## src/rtl/pipeline_pkg.sv

```systemverilog
// Shared definitions for the pipeline hazard/sequencing controller.
//   REG_W        : architectural register index width
//   FWD_*        : ALU operand source encodings used by the EX stage muxes
//   sb_entry_t   : one shadow-scoreboard slot {valid, rd, is_load}
package pipeline_pkg;

  localparam int REG_W = 5;

  localparam logic [1:0] FWD_RF    = 2'b00;
  localparam logic [1:0] FWD_EXMEM = 2'b01;
  localparam logic [1:0] FWD_MEMWB = 2'b10;

  typedef struct packed {
    logic             valid;
    logic [REG_W-1:0] rd;
    logic             is_load;
  } sb_entry_t;

  localparam sb_entry_t SB_EMPTY = '{valid: 1'b0, rd: '0, is_load: 1'b0};

endpackage

```

## src/rtl/rd_match.sv

```systemverilog
// Combinational producer/consumer compare between one scoreboard slot and
// one ID-stage source operand.
//   entry    : scoreboard slot under test
//   rs       : ID source register index
//   uses     : ID instruction actually reads rs
//   id_valid : ID holds a real instruction
//   match    : the slot produces the value this source needs
module rd_match
  import pipeline_pkg::*;
(
  input  sb_entry_t        entry,
  input  logic [REG_W-1:0] rs,
  input  logic             uses,
  input  logic             id_valid,
  output logic             match
);

  // The load flag matters only to the load-use detector in the parent.
  logic unused_is_load;
  assign unused_is_load = entry.is_load;

  // x0 is hard-wired zero, so it is never a real dependency even if a stale
  // entry were to carry rd=0.
  assign match = entry.valid && uses && id_valid &&
                 (rs != '0) && (rs == entry.rd);

endmodule

```

## src/rtl/pipeline_scheduler.sv

```systemverilog
// Hazard and sequencing controller for the 5-stage IF/ID/EX/MEM/WB pipeline.
// Tracks destination registers in flight in EX, MEM and WB, generates
// stall / bubble / flush controls, registers ALU forwarding selects for the
// instruction entering EX, and counts stall cycles.
//   clk, reset                : clock, synchronous active-high reset
//   id_*                      : decoded info of the instruction in ID
//   ex_branch_taken           : taken branch/jump resolved in EX this cycle
//   mem_busy                  : data memory not ready, freeze everything
//   pc_stall, if_id_stall     : hold PC and IF/ID
//   id_ex_bubble, if_id_flush : inject NOPs into ID/EX and IF/ID
//   fwd_rs1, fwd_rs2          : EX operand source selects (registered)
//   stall_count               : saturating count of pc_stall cycles
module pipeline_scheduler #(
  parameter int REG_W = 5,
  parameter int CNT_W = 16
) (
  input  logic             clk,
  input  logic             reset,
  input  logic             id_valid,
  input  logic [REG_W-1:0] id_rs1,
  input  logic [REG_W-1:0] id_rs2,
  input  logic             id_uses_rs1,
  input  logic             id_uses_rs2,
  input  logic [REG_W-1:0] id_rd,
  input  logic             id_writes_rd,
  input  logic             id_is_load,
  input  logic             ex_branch_taken,
  input  logic             mem_busy,
  output logic             pc_stall,
  output logic             if_id_stall,
  output logic             id_ex_bubble,
  output logic             if_id_flush,
  output logic [1:0]       fwd_rs1,
  output logic [1:0]       fwd_rs2,
  output logic [CNT_W-1:0] stall_count
);

  pipeline_pkg::sb_entry_t sb_ex_q, sb_ex_d;
  pipeline_pkg::sb_entry_t sb_mem_q, sb_mem_d;
  pipeline_pkg::sb_entry_t sb_wb_q, sb_wb_d;

  logic [1:0]       fwd_rs1_q, fwd_rs1_d;
  logic [1:0]       fwd_rs2_q, fwd_rs2_d;
  logic [CNT_W-1:0] stall_count_q, stall_count_d;

  logic m_rs1_ex, m_rs2_ex, m_rs1_mem, m_rs2_mem, m_rs1_wb, m_rs2_wb;
  logic load_use;

  rd_match u_m_rs1_ex (.entry(sb_ex_q), .rs(id_rs1), .uses(id_uses_rs1),
                       .id_valid(id_valid), .match(m_rs1_ex));
  rd_match u_m_rs2_ex (.entry(sb_ex_q), .rs(id_rs2), .uses(id_uses_rs2),
                       .id_valid(id_valid), .match(m_rs2_ex));
  rd_match u_m_rs1_mem (.entry(sb_mem_q), .rs(id_rs1), .uses(id_uses_rs1),
                        .id_valid(id_valid), .match(m_rs1_mem));
  rd_match u_m_rs2_mem (.entry(sb_mem_q), .rs(id_rs2), .uses(id_uses_rs2),
                        .id_valid(id_valid), .match(m_rs2_mem));
  rd_match u_m_rs1_wb (.entry(sb_wb_q), .rs(id_rs1), .uses(id_uses_rs1),
                       .id_valid(id_valid), .match(m_rs1_wb));
  rd_match u_m_rs2_wb (.entry(sb_wb_q), .rs(id_rs2), .uses(id_uses_rs2),
                       .id_valid(id_valid), .match(m_rs2_wb));

  // A WB producer is visible through the register file (write-first), so
  // these compares need no forwarding path.
  logic unused_wb_match;
  assign unused_wb_match = m_rs1_wb ^ m_rs2_wb;

  // Only a load sitting in EX cannot forward in time; one stall moves it to
  // MEM where the MEM/WB path covers the consumer.
  assign load_use = sb_ex_q.is_load && (m_rs1_ex || m_rs2_ex);

  always_comb begin
    pc_stall     = 1'b0;
    if_id_stall  = 1'b0;
    id_ex_bubble = 1'b0;
    if_id_flush  = 1'b0;
    if (mem_busy) begin
      // Freeze wins; a taken branch stays latched in the datapath.
      pc_stall    = 1'b1;
      if_id_stall = 1'b1;
    end else if (ex_branch_taken) begin
      // ID is squashed, so any load-use hazard it carried is moot.
      if_id_flush  = 1'b1;
      id_ex_bubble = 1'b1;
    end else if (load_use) begin
      pc_stall     = 1'b1;
      if_id_stall  = 1'b1;
      id_ex_bubble = 1'b1;
    end
  end

  always_comb begin
    sb_ex_d       = sb_ex_q;
    sb_mem_d      = sb_mem_q;
    sb_wb_d       = sb_wb_q;
    fwd_rs1_d     = fwd_rs1_q;
    fwd_rs2_d     = fwd_rs2_q;
    stall_count_d = stall_count_q;

    if (pc_stall && !(&stall_count_q)) begin
      stall_count_d = stall_count_q + CNT_W'(1);
    end

    if (!mem_busy) begin
      sb_wb_d  = sb_mem_q;
      sb_mem_d = sb_ex_q;

      if (id_ex_bubble || !id_valid) begin
        sb_ex_d = pipeline_pkg::SB_EMPTY;
      end else begin
        sb_ex_d.valid   = id_writes_rd && (id_rd != '0);
        sb_ex_d.rd      = id_rd;
        sb_ex_d.is_load = id_is_load;
      end

      // Selects are computed against the pre-advance slots: what is in EX
      // now will be in EX/MEM when this instruction reaches EX.
      if (id_ex_bubble) begin
        fwd_rs1_d = pipeline_pkg::FWD_RF;
        fwd_rs2_d = pipeline_pkg::FWD_RF;
      end else begin
        fwd_rs1_d = m_rs1_ex  ? pipeline_pkg::FWD_EXMEM :
                    m_rs1_mem ? pipeline_pkg::FWD_MEMWB : pipeline_pkg::FWD_RF;
        fwd_rs2_d = m_rs2_ex  ? pipeline_pkg::FWD_EXMEM :
                    m_rs2_mem ? pipeline_pkg::FWD_MEMWB : pipeline_pkg::FWD_RF;
      end
    end
  end

  always_ff @(posedge clk) begin
    if (reset) begin
      sb_ex_q       <= pipeline_pkg::SB_EMPTY;
      sb_mem_q      <= pipeline_pkg::SB_EMPTY;
      sb_wb_q       <= pipeline_pkg::SB_EMPTY;
      fwd_rs1_q     <= pipeline_pkg::FWD_RF;
      fwd_rs2_q     <= pipeline_pkg::FWD_RF;
      stall_count_q <= '0;
    end else begin
      sb_ex_q       <= sb_ex_d;
      sb_mem_q      <= sb_mem_d;
      sb_wb_q       <= sb_wb_d;
      fwd_rs1_q     <= fwd_rs1_d;
      fwd_rs2_q     <= fwd_rs2_d;
      stall_count_q <= stall_count_d;
    end
  end

  assign fwd_rs1     = fwd_rs1_q;
  assign fwd_rs2     = fwd_rs2_q;
  assign stall_count = stall_count_q;

endmodule

```

## config.mk

```make
export PLATFORM = sky130hd
export DESIGN_NAME = pipeline_scheduler
export DESIGN_NICKNAME = d
export VERILOG_FILES = /design/src/rtl/pipeline_pkg.sv /design/src/rtl/rd_match.sv /design/src/rtl/pipeline_scheduler.sv
export SDC_FILE = /design/constraint.sdc
export NUM_CORES = 1
export LEC_CHECK = 0
export CORE_MARGIN = 2
export CORE_UTILIZATION = 52
export CTS_CLUSTER_DIAMETER = 60
export DETAILED_ROUTE_END_ITERATION = 10
export PLACE_DENSITY = 0.84
export SETUP_SLACK_MARGIN = 0.1
export SLEW_MARGIN = 15
export SYNTH_ARGS = -nofsm -noshare
export SYNTH_HDL_FRONTEND = slang
export SYNTH_SLANG_ARGS = --single-unit
export TNS_END_PERCENT = 100
```

## constraint.sdc

```tcl
create_clock -name clk -period 2.85 [get_ports clk]
set_input_delay 0.285 -clock clk [delete_from_list [all_inputs] [get_ports clk]]
set_output_delay 0.285 -clock clk [all_outputs]
set_load 0.005 [all_outputs]
```

# After elaboration in Yosys (flattened, before gate mapping)
# Index checks and enable logic that the tools add are counted.
# W data, S select, Z words.
[word_totals]
out_inout_bits = 24
in_bits = 24
reg_bits = 33
wordCells = 54
[op_classes]
muxes = 14
n_reduce_logical = 27
add_sub_neg = 1
eq_ne = 4
[ops]
columns = ["cell", "count"]
rows = [
  ["$eq A5 B5 Y1", 4],
  ["$logic_and A1 B1 Y1", 19],
  ["$add A16 B1 Y16 const B", 1],
  ["$reduce_and A16 Y1", 1],
  ["$reduce_bool A5 Y1", 3],
  ["$mux W2", 6],
  ["$mux W1", 7],
  ["$mux W7", 1],
  ["$logic_not A1 Y1", 2],
  ["$logic_or A1 B1 Y1", 2],
]

# Longest topological paths before layout
# Gate-level depths: netlist of the first run.
[logic_depth]
ltp_word = 11
mapped_depth = 8
depth_no_buf = 7

# Modules after synthesis
# From an unflattened synthesis of the first run, not the netlist that was laid out.
[unflattened]
hier_cells = 210
area_unflattened_um2 = 1841.8
[modules_own_cells]
columns = ["module", "area_per_inst_um2", "n_inst", "cells_each"]
rows = [
  ["pipeline_scheduler", 1551.5, 1, 170],
  ["rd_match", 72.6, 4, 10],
]

# Worst setup path before layout of the first run
# OpenSTA, ideal clock, no wires.
[synth_timing]
kind = "in2out"
from = "input port id_rs2[1]"
to = "output port pc_stall"
t_required_ns = 2.565
n_path_buf = 2
t_arrival_ns = 1.826
setup_slack_ns = 0.739
path_stages = 7
path_cell_list = "or4_4 > o21ai_2 > nor3_2 > o211a_4 > buf_6 > or2_1 > buf_4"
[synth_between]
elab_chain_cells = 8
elab_cells_between_ends = 9
classes_between = "eq/ne: 1; mux: 3; reduce/logical: 5"
[synth_rtl]
columns = ["item", "line", "text"]
rows = [
  ["start: declaration", "pipeline_scheduler.sv:21", "input logic [REG_W-1:0] id_rs2,"],
  ["$reduce_bool A5 Y1", "n/a", ""],
  ["$logic_and A1 B1 Y1", "rd_match.sv:24", "assign match = entry.valid && uses && id_valid &&"],
  ["$logic_and A1 B1 Y1 (*)", "rd_match.sv:25", "(rs != '0) && (rs == entry.rd);"],
  ["$logic_or A1 B1 Y1 (*)", "pipeline_scheduler.sv:69", "assign load_use = sb_ex_q.is_load && (m_rs1_ex || m_rs2_ex);"],
  ["$logic_and A1 B1 Y1 (*)", "pipeline_scheduler.sv:69", ""],
  ["$mux W1 (*) (3 in series)", "n/a", ""],
  ["end: declaration", "pipeline_scheduler.sv:29", "output logic pc_stall,"],
]
# Mark *: on every way between the ends. The rest lies on a longest branch, timed or not.

# Worst setup path after layout of the first run
[layout_timing]
from = "input port id_rs2[4]"
to = "output port id_ex_bubble"
[layout_between]
elab_chain_cells = 8
elab_cells_between_ends = 9
classes_between = "eq/ne: 1; mux: 3; reduce/logical: 5"
[layout_rtl]
columns = ["item", "line", "text"]
rows = [
  ["$reduce_bool A5 Y1", "n/a", ""],
  ["$logic_and A1 B1 Y1", "rd_match.sv:24", ""],
  ["$logic_and A1 B1 Y1 (*)", "rd_match.sv:25", ""],
  ["$logic_or A1 B1 Y1 (*)", "pipeline_scheduler.sv:69", ""],
  ["$logic_and A1 B1 Y1 (*)", "pipeline_scheduler.sv:69", ""],
  ["$mux W1 (*)", "pipeline_scheduler.sv:84", "end else if (load_use) begin"],
  ["$mux W1 (*)", "pipeline_scheduler.sv:80", "end else if (ex_branch_taken) begin"],
  ["$mux W1 (*)", "pipeline_scheduler.sv:76", "if (mem_busy) begin"],
  ["end: declaration", "pipeline_scheduler.sv:31", "output logic id_ex_bubble,"],
]
# Marks and branches as above.

==> flow_summary.yaml, run 1 <==
worst_setup_path:
  cp_max_fo: 4
  cp_common_cell: "clkdlybuf4s50_1"
  crit_type: "in -> out"
  slowest_delay_ns: 0.59
  cp_data_arrival_time_ns: 2.35
  startpoint_type: "input pin"
  cp-end-kind: "output port"
  crit_path_cell_trace: "clkdlybuf4s50_1 -> xnor2_1 -> nand4_1 -> nor3_4 -> o21ai_0 -> a21oi_1 -> clkdlybuf4s50_1"
  crit_required_ns: 2.57
  cp_slowest_cell: "clkdlybuf4s50_1"
power:
  total_power_mw: 0.895
  p_leak_nw: 0.951
  p_per_area_nw_per_um2: 368
  peakVddDrop_mv: 0.299
timing:
  max_freq_ghz: 0.380
  finalHoldViolCount: 0
  setup_viol: 0
  tightest_slew_ns: 0.387
  min_period_over_period: 0.924
  fin_setup_tns_ns: 0
  final_max_slew_viol_count: 0
  rsz0062_at_grt: "no"
  skew_ns: 0.0156
  slew_headroom: 0.741
  period_minus_slack_ns: 2.63
global_routing:
  grt_start_max_net_pins: 20
  grt_first_pass_wirelength_um: 7050
  grt_overflow: 0
  grt_usage: 0.231
  grt_pass1_vias: 1438
  grt_antenna_before_repair: 0
logic_synthesis:
  ys_ff_latch: 33
  syn-cell-area_um2: 1790
  yosys.area_share.xor_xnor: 0.157
  synth-edff-count: 0
  synth_compound_area_frac: 0.163
  yosysSeqAreaShare: 0.370
  synth_top_family_by_area: "simple AND/OR/NAND/NOR gates"
  ys.warnings.count: 0
  synthArstFlopShare: 0
  synth-simple-area-share: 0.214
  syn_avg_cell_area_um2: 9.40
  ys.flop_type: "dfxtp_1"
  synthCells: 190
  synthAdderAreaFrac: 0.00701
  synth_mux_area_frac: 0.0589
  syn_nets: 215
  synth_cell_types: 43
route:
  drt_iter0_drc: 66
  dr.pass1.iters: 4
  routed_wl_um: 4120
  routed-wl-met3_um: 184
  avgRoutedWirePerCell_um: 14.1
  dr_total_vias: 1565
  drc: 0
  dr_wl_met2_um: 1900
  antenna_left: 0
  vias_per_cell: 5.34
  met1_length_um: 1970
  top_layer: "met4"
clocking:
  cts_max_level: 2
  clock_sinks: 33
  cts_buffers: 5
  path_clk_slew_ns: 0.11
  insertion_delay_ns: 0.34
  clockRootBuffer: "clkbuf_4"
  postCtsSetupRepairBufs: 0
  clk_path_buf_depth: 2
  cts_tree: "yes"
die:
  core_um2: 3310
  rows: 21
  die_h_um: 62.6
  io_pins: 48
  dieArea_um2: 3920
  die_x_um: 62.6
  start_util: 0.539
final_layout:
  num-nets-final: 271
  syn2layout_area_growth_pct: 36.3
  final_common_cell: "clkdlybuf4s50_1"
  layout_common_cells: "clkdlybuf4s50_1, dfxtp_1, nor2_1"
  antennaDiodeCount: 0
  drive_gt1_frac: 0.154
placement:
  place.gp.congestion: 0.878
  dp_hpwl_um: 3040
  portBuffers: 47
run_status:
  status: "finished, final reports clean"
flow_run:
  cap_violations: 0
min_path:
  worstHoldPathType: "reg -> reg"
## where the power goes
part	internal [mW]	switching, mW	leakage, nW
Sequential	0.467	0.00857	0.267
Clock	0.143	0.155	0.0413
Combinational	0.0700	0.0513	0.643
Total	0.680	0.215	0.951
## layout make-up
cell class | instances | area (um2)
clock buffer | 7 | 65.1
clock inverter | 1 | 5.00
fill | 264 | 877
inverter | 2 | 7.51
multi-input combinational | 146 | 1080
sequential | 33 | 661
tap | 46 | 57.6
timing repair buffer | 58 | 554
## sequential cells by signal, indices dropped and copies added (netlist names)
signal and cells:
fwd_rs1 2, fwd_rs2 2, sb_ex_q 7, sb_mem_q 6
stall_count 16
## per-stage QoR
step | util | cells | hold WS, ns | setup slack (ns) | area [um2]
floorplan | - | 190 | 0.411 | 0.739 | 1790
global placement | 0.709 | 285 | 0.475 | 0.118 | 2350
detailed placement | 0.709 | 285 | 0.487 | 0.0847 | 2350
CTS | 0.732 | 293 | 0.513 | 0.0991 | 2420
global route | 0.735 | 293 | 0.543 | 0.106 | 2430
finish | 0.735 | 293 | 0.513 | 0.216 | 2430
## critical path, delay by kind of cell
family | cells | cell delay [ns]
xor+xnor | 1 | 0.15
compound gates | 2 | 0.34
simple gates | 2 | 0.44
buf+inv | 2 | 1.12
## cells in the mapped netlist, types with 2 or more instances
| cell type | n | area [um2] |
|---|---|---|
| mux2i_1 | 9 | 90.1 |
| dfxtp_1 | 33 | 661 |
| nor3_2 | 2 | 20.0 |
| xnor2_1 | 12 | 105 |
| nand3_1 | 4 | 20.0 |
| o21ai_2 | 2 | 17.5 |
| o2111ai_1 | 3 | 26.3 |
| a22o_1 | 5 | 43.8 |
| nand4_1 | 4 | 25.0 |
| xor2_1 | 20 | 175 |
| nor4_1 | 2 | 12.5 |
| and2_1 | 2 | 12.5 |
| nor2b_1 | 3 | 18.8 |
| buf_2 | 2 | 10.0 |
| nor2_1 | 30 | 113 |
| and3_1 | 10 | 62.6 |
| clkbuf_1 | 3 | 11.3 |
| nor3_1 | 3 | 15.0 |
| a21oi_1 | 4 | 20.0 |
| o211ai_2 | 7 | 87.6 |
| inv_1 | 2 | 7.51 |
| o21ai_0 | 3 | 15.0 |
| nand2_1 | 4 | 15.0 |
| buf_1 | 2 | 7.51 |
## final timing paths
| check | endpoint | slack (ns) | start | depth (start not counted) |
|---|---|---|---|---|
| worst max-delay path | id_ex_bubble | 0.22 | id_rs2[4] | 7 |
| worst min-delay path | fwd_rs1[1] | 0.51 | fwd_rs1[1] | 2 |
| worst max register to register | stall_count[11] | 0.64 | sb_ex_q[1] | 8 |
| worst min register to register | fwd_rs1[1] | 0.51 | fwd_rs1[1] | 2 |
## what timing repair did
action	in CTS	in global routing
hold endpoints to repair	0	0
gates resized for setup	2	2
setup endpoints to repair	2	2
hold buffers	0	0
## kinds of logic (layout without fill, tap and decap cells)
kind of cell / count (synthesis) / after routing
multiplexers: 10 / 10
flip-flops: 33 / 33
AND/OR/NAND/NOR: 72 / 72
adder cells (fa/ha/maj): 1 / 1
buffers and inverters: 11 / 68
AO/OA/AOI/OAI: 31 / 31
XOR/XNOR: 32 / 32
## metal layers
metal | vias to the layer above | track usage
met2 | 38 | 0.370
met1 | 727 | 0.297
met3 | 6 | 0.0649
met5 | - | 0
met4 | 0 | 0.0833
li1 | 794 | -
(Power assumes the default switching activity.)
==> run 2: changes to the inputs <==
--- a/config.mk
+++ b/config.mk
@@ -10,7 +10,6 @@
 export CTS_CLUSTER_DIAMETER = 60
 export DETAILED_ROUTE_END_ITERATION = 10
 export PLACE_DENSITY = 0.84
-export SETUP_SLACK_MARGIN = 0.1
 export SLEW_MARGIN = 15
 export SYNTH_ARGS = -nofsm -noshare
 export SYNTH_HDL_FRONTEND = slang
==> run 2 against run 1 <==
Against the previous run: global-route usage did not move; critical path depth did not move; final cell count did not move; sequential share of layout area rose by 0.17 points; register-to-register slack got worse by 0.02 ns; via count fell by 0.64%; largest cell class unchanged; flip-flop and latch count did not move; clock power barely moved; worst setup slack got worse by 0.11 ns; design area fell by 0.62%.
==> flow_summary.yaml, run 2 (synthesis gave the netlist of run 1 again) <==
worst_setup_path:
  crit_required_ns: 2.57
  r2r_start: "sb_ex_q[1]"
  startpoint_type: "input pin"
  reg2reg_slack_ns: 0.62
  ff2ff_path_depth: 8
  cp-end-kind: "output port"
  cp_max_fo: 4
  cp_data_arrival_time_ns: 2.46
  crit_type: "in -> out"
  reg2reg_to: "stall_count[11]"
timing:
  final_max_slew_viol_count: 0
  slew_headroom: 0.742
  finalHoldViolCount: 0
  period_minus_slack_ns: 2.75
  tightest_slew_ns: 0.387
  setup_ws_ns: 0.101
  min_period_over_period: 0.964
  rsz0062_at_grt: "no"
  skew_ns: 0.0152
  max_freq_ghz: 0.364
  fin_setup_tns_ns: 0
  whs_ns: 0.502
  setup_viol: 0
clocking:
  postCtsSetupRepairBufs: 0
  clockRootBuffer: "clkbuf_4"
  cts_tree: "yes"
  cts_hold_buf: 0
  clock_sinks: 33
  path_clk_slew_ns: 0.11
  insertion_delay_ns: 0.34
  clk_path_buf_depth: 2
  cts_buffers: 5
  cts_max_level: 2
  cts_resized: 0
final_layout:
  design_area_um2: 2420
  drive_gt1_frac: 0.154
  utilization: 0.731
  fillers: 268
  final_cells: 293
  num-nets-final: 271
  syn2layout_area_growth_pct: 35.5
  layout_common_cells: "clkdlybuf4s50_1, dfxtp_1, nor2_1"
  largest_reg_flops: 16
  antennaDiodeCount: 0
  final_common_cell: "clkdlybuf4s50_1"
min_path:
  worstHoldPathType: "reg -> reg"
  hold_end: "fwd_rs1[1]"
  min_from: "fwd_rs1[1]"
  whs_path_depth: 2
route:
  top_layer: "met4"
  drt_iter0_drc: 81
  vias_per_cell: 5.31
  antenna_left: 0
  routed-wl-met3_um: 193
  dr_wl_met2_um: 1880
  dr_total_vias: 1555
  dr.pass1.iters: 4
  met1_length_um: 1960
  routed_wl_um: 4100
  avgRoutedWirePerCell_um: 14.0
  drc: 0
die:
  die_x_um: 62.6
  die_h_um: 62.6
  core_um2: 3310
  start_util: 0.539
  dieArea_um2: 3920
  io_pins: 48
  rows: 21
global_routing:
  grt_overflow: 0
  grt_start_max_net_pins: 20
  grt_pass1_vias: 1438
  grt_antenna_before_repair: 0
  grt_first_pass_wirelength_um: 7060
  grt_usage: 0.231
flow_run:
  cap_violations: 0
power:
  p_leak_nw: 0.932
  peakVddDrop_mv: 0.299
  p_per_area_nw_per_um2: 370
  total_power_mw: 0.894
placement:
  portBuffers: 47
  dp.cells: 285
  dp_hpwl_um: 3040
  placed_area_um2: 2350
  pre_cts_slack_ns: 0.0847
  place.gp.congestion: 0.878
run_status:
  status: "finished, final reports clean"
## run 2: worst max-delay path, stage by stage
cell and delay [ns]:
clkdlybuf4s50_1 0.42, or4_4 0.54, o21ai_2 0.18, nor3_2 0.10, o211a_4 0.25, or2_1 0.24, clkdlybuf4s50_1 0.45
## run 2: area by class of cell
class,instances,area [um2],share of cell area
inverters,2,7.51,0.00310
clock inverters,1,5.00,0.00207
multi-input cells,146,1070,0.442
repair buffers,58,553,0.229
well taps,46,57.6,0.0238
flip-flops and latches,33,661,0.273
clock buffers,7,65.1,0.0269
## run 2: how the worst max path moves through the flow
stage	end	slack, ns	start
2_1_floorplan	pc_stall	0.74	id_rs2[1]
3_5_place_dp	if_id_stall	0.08	id_rs2[1]
6_report	if_id_stall	0.10	id_rs2[1]
4_1_cts	if_id_stall	0.08	id_rs2[1]
3_3_place_gp	if_id_stall	0.12	id_rs2[1]
5_1_grt	if_id_stall	0.02	id_rs2[1]
## run 2: routing by layer
metal / track usage / vias up
met5: 0 / -
met2: 0.370 / 38
met3: 0.0649 / 6
met1: 0.297 / 718
met4: 0.0833 / 0
li1: - / 793
## run 2: report_power, final
part           switching [mW]  internal [mW]  total (mW)  leakage, nW
combinational          0.0503         0.0703       0.121        0.624
clock                   0.155          0.143       0.298       0.0413
sequential            0.00855          0.467       0.476        0.267
total                   0.214          0.681       0.894        0.932
==> run 3: changes to the inputs <==
--- a/config.mk
+++ b/config.mk
@@ -7,9 +7,9 @@
 export LEC_CHECK = 0
 export CORE_MARGIN = 2
 export CORE_UTILIZATION = 52
-export CTS_CLUSTER_DIAMETER = 60
 export DETAILED_ROUTE_END_ITERATION = 10
 export PLACE_DENSITY = 0.84
+export SETUP_SLACK_MARGIN = 0.4
 export SLEW_MARGIN = 15
 export SYNTH_ARGS = -nofsm -noshare
 export SYNTH_HDL_FRONTEND = slang
==> run 3 against run 2 <==
Against the previous run: wire length is 3.7% higher; sequential power hardly changed; hold slack better by 0.013 ns; highest routed layer unchanged; first-iteration DRC count is 17% lower; sequential share of layout area is 0.57 points lower; combinational power hardly changed; via count is 2.0% higher; non-clock buffer count is 3 higher; critical path type unchanged; total power is 0.21% higher.
==> flow_summary.yaml, run 3 (synthesis gave the netlist of run 1 again) <==
global_routing:
  grt_first_pass_wirelength_um: 7250
  grt_antenna_before_repair: 0
  grt_usage: 0.238
  grt_start_max_net_pins: 20
  grt_overflow: 0
  grt_pass1_vias: 1483
timing:
  final_max_slew_viol_count: 0
  setup_viol: 0
  fin_setup_tns_ns: 0
  skew_ns: 0.0177
  whs_ns: 0.515
  max_freq_ghz: 0.427
  period_minus_slack_ns: 2.34
  setup_ws_ns: 0.507
  slew_headroom: 0.742
  rsz0062_at_grt: "no"
  min_period_over_period: 0.822
  finalHoldViolCount: 0
  tightest_slew_ns: 0.387
die:
  die_h_um: 62.6
  core_um2: 3310
  start_util: 0.539
  rows: 21
  die_x_um: 62.6
  dieArea_um2: 3920
  io_pins: 48
clocking:
  cts_buffers: 5
  clock_sinks: 33
  cts_hold_buf: 0
  path_clk_slew_ns: 0.11
  insertion_delay_ns: 0.34
  cts_tree: "yes"
  clockRootBuffer: "clkbuf_4"
  cts_max_level: 2
  clk_path_buf_depth: 2
final_layout:
  largest_reg_flops: 16
  final_common_cell: "clkdlybuf4s50_1"
  design_area_um2: 2470
  num-nets-final: 274
  drive_gt1_frac: 0.180
  antennaDiodeCount: 0
  syn2layout_area_growth_pct: 38.3
  layout_common_cells: "clkdlybuf4s50_1, dfxtp_1, nor2_1"
route:
  avgRoutedWirePerCell_um: 14.3
  antenna_left: 0
  routed-wl-met3_um: 213
  met1_length_um: 1930
  routed_wl_um: 4250
  dr.pass1.iters: 4
  dr_wl_met2_um: 2040
  drc: 0
  vias_per_cell: 5.36
  top_layer: "met4"
  dr_total_vias: 1586
  drt_iter0_drc: 67
placement:
  pre_cts_slack_ns: 0.0847
  dp_hpwl_um: 3040
  placed_area_um2: 2350
  place.gp.congestion: 0.878
  portBuffers: 47
power:
  p_leak_nw: 1.01
  total_power_mw: 0.896
  peakVddDrop_mv: 0.299
  p_per_area_nw_per_um2: 363
worst_setup_path:
  cp-end-kind: "output port"
  crit_type: "in -> out"
  ff2ff_path_depth: 8
  crit_path_cell_trace: "clkdlybuf4s50_1 -> xnor2_1 -> nand4_1 -> nor3_4 -> buf_4 -> o21ai_1 -> a21oi_1 -> dlygate4sd2_1"
  cp_slowest_cell: "clkdlybuf4s50_1"
  cp_max_fo: 3
  cp_data_arrival_time_ns: 2.06
  crit_required_ns: 2.57
  startpoint_type: "input pin"
  slowest_delay_ns: 0.59
min_path:
  worstHoldPathType: "reg -> reg"
  whs_path_depth: 2
run_status:
  status: "finished, final reports clean"
flow_run:
  cap_violations: 0
## run 3: cell types whose count changed in the layout (fill, tap and decap cells not counted), sizes merged
cell | before | now
dlymetal6s2s | 0 | 3
clkbuf | 7 | 8
clkdlybuf4s50 | 47 | 35
clkdlybuf4s15 | 0 | 1
dlygate4sd2 | 0 | 7
buf | 11 | 14
## run 3: final cells by class
cell class	count	area [um2]
Clock buffer	7	65.1
Clock inverter	1	5.00
Fill cell	256	841
Inverter	2	7.51
Multi-Input combinational cell	146	1100
Sequential cell	33	661
Tap cell	46	57.6
Timing Repair Buffer	61	571
## run 3: layer usage
metal	global-route usage	vias to the layer above
met2	0.392	39
met3	0.0649	6
met4	0.0833	0
met1	0.299	745
li1	-	796
met5	0	-
## run 3: path summary, 6_finish.rpt
kind / startpoint / end / slack [ns]
worst max register to register: sb_ex_q[4] / stall_count[11] / 0.72
worst max-delay path: id_rs1[4] / id_ex_bubble / 0.51
worst min-delay path: fwd_rs1[1] / fwd_rs1[1] / 0.52
worst min register to register: fwd_rs1[1] / fwd_rs1[1] / 0.52
## run 3: where the power goes
group,switching (mW),internal [mW],leakage [nW]
registers,0.00855,0.467,0.267
clock network,0.156,0.143,0.0413
logic,0.0536,0.0671,0.700
## run 3: stage by stage
| stage | instances | util |
|---|---|---|
| 5_1_grt | 296 | 0.746 |
| 3_3_place_gp | 285 | 0.709 |
| 6_report | 296 | 0.746 |
| 3_5_place_dp | 285 | 0.709 |
| 4_1_cts | 296 | 0.745 |
| 2_1_floorplan | 190 | - |
## run 3: what timing repair did
item,CTS,global route
pin swaps,6,2
gates cloned,0,0
setup endpoints to repair,3,3
resized for setup,19,4
buffers inserted,3,0
## run 3: critical path, delay by kind of cell
family	cells	cell delay, ns
AOI/OAI and AO/OA	2	0.26
xor gates and xnor gates	1	0.15
and+or+nand+nor	2	0.36
buffers and inverters	3	1.00
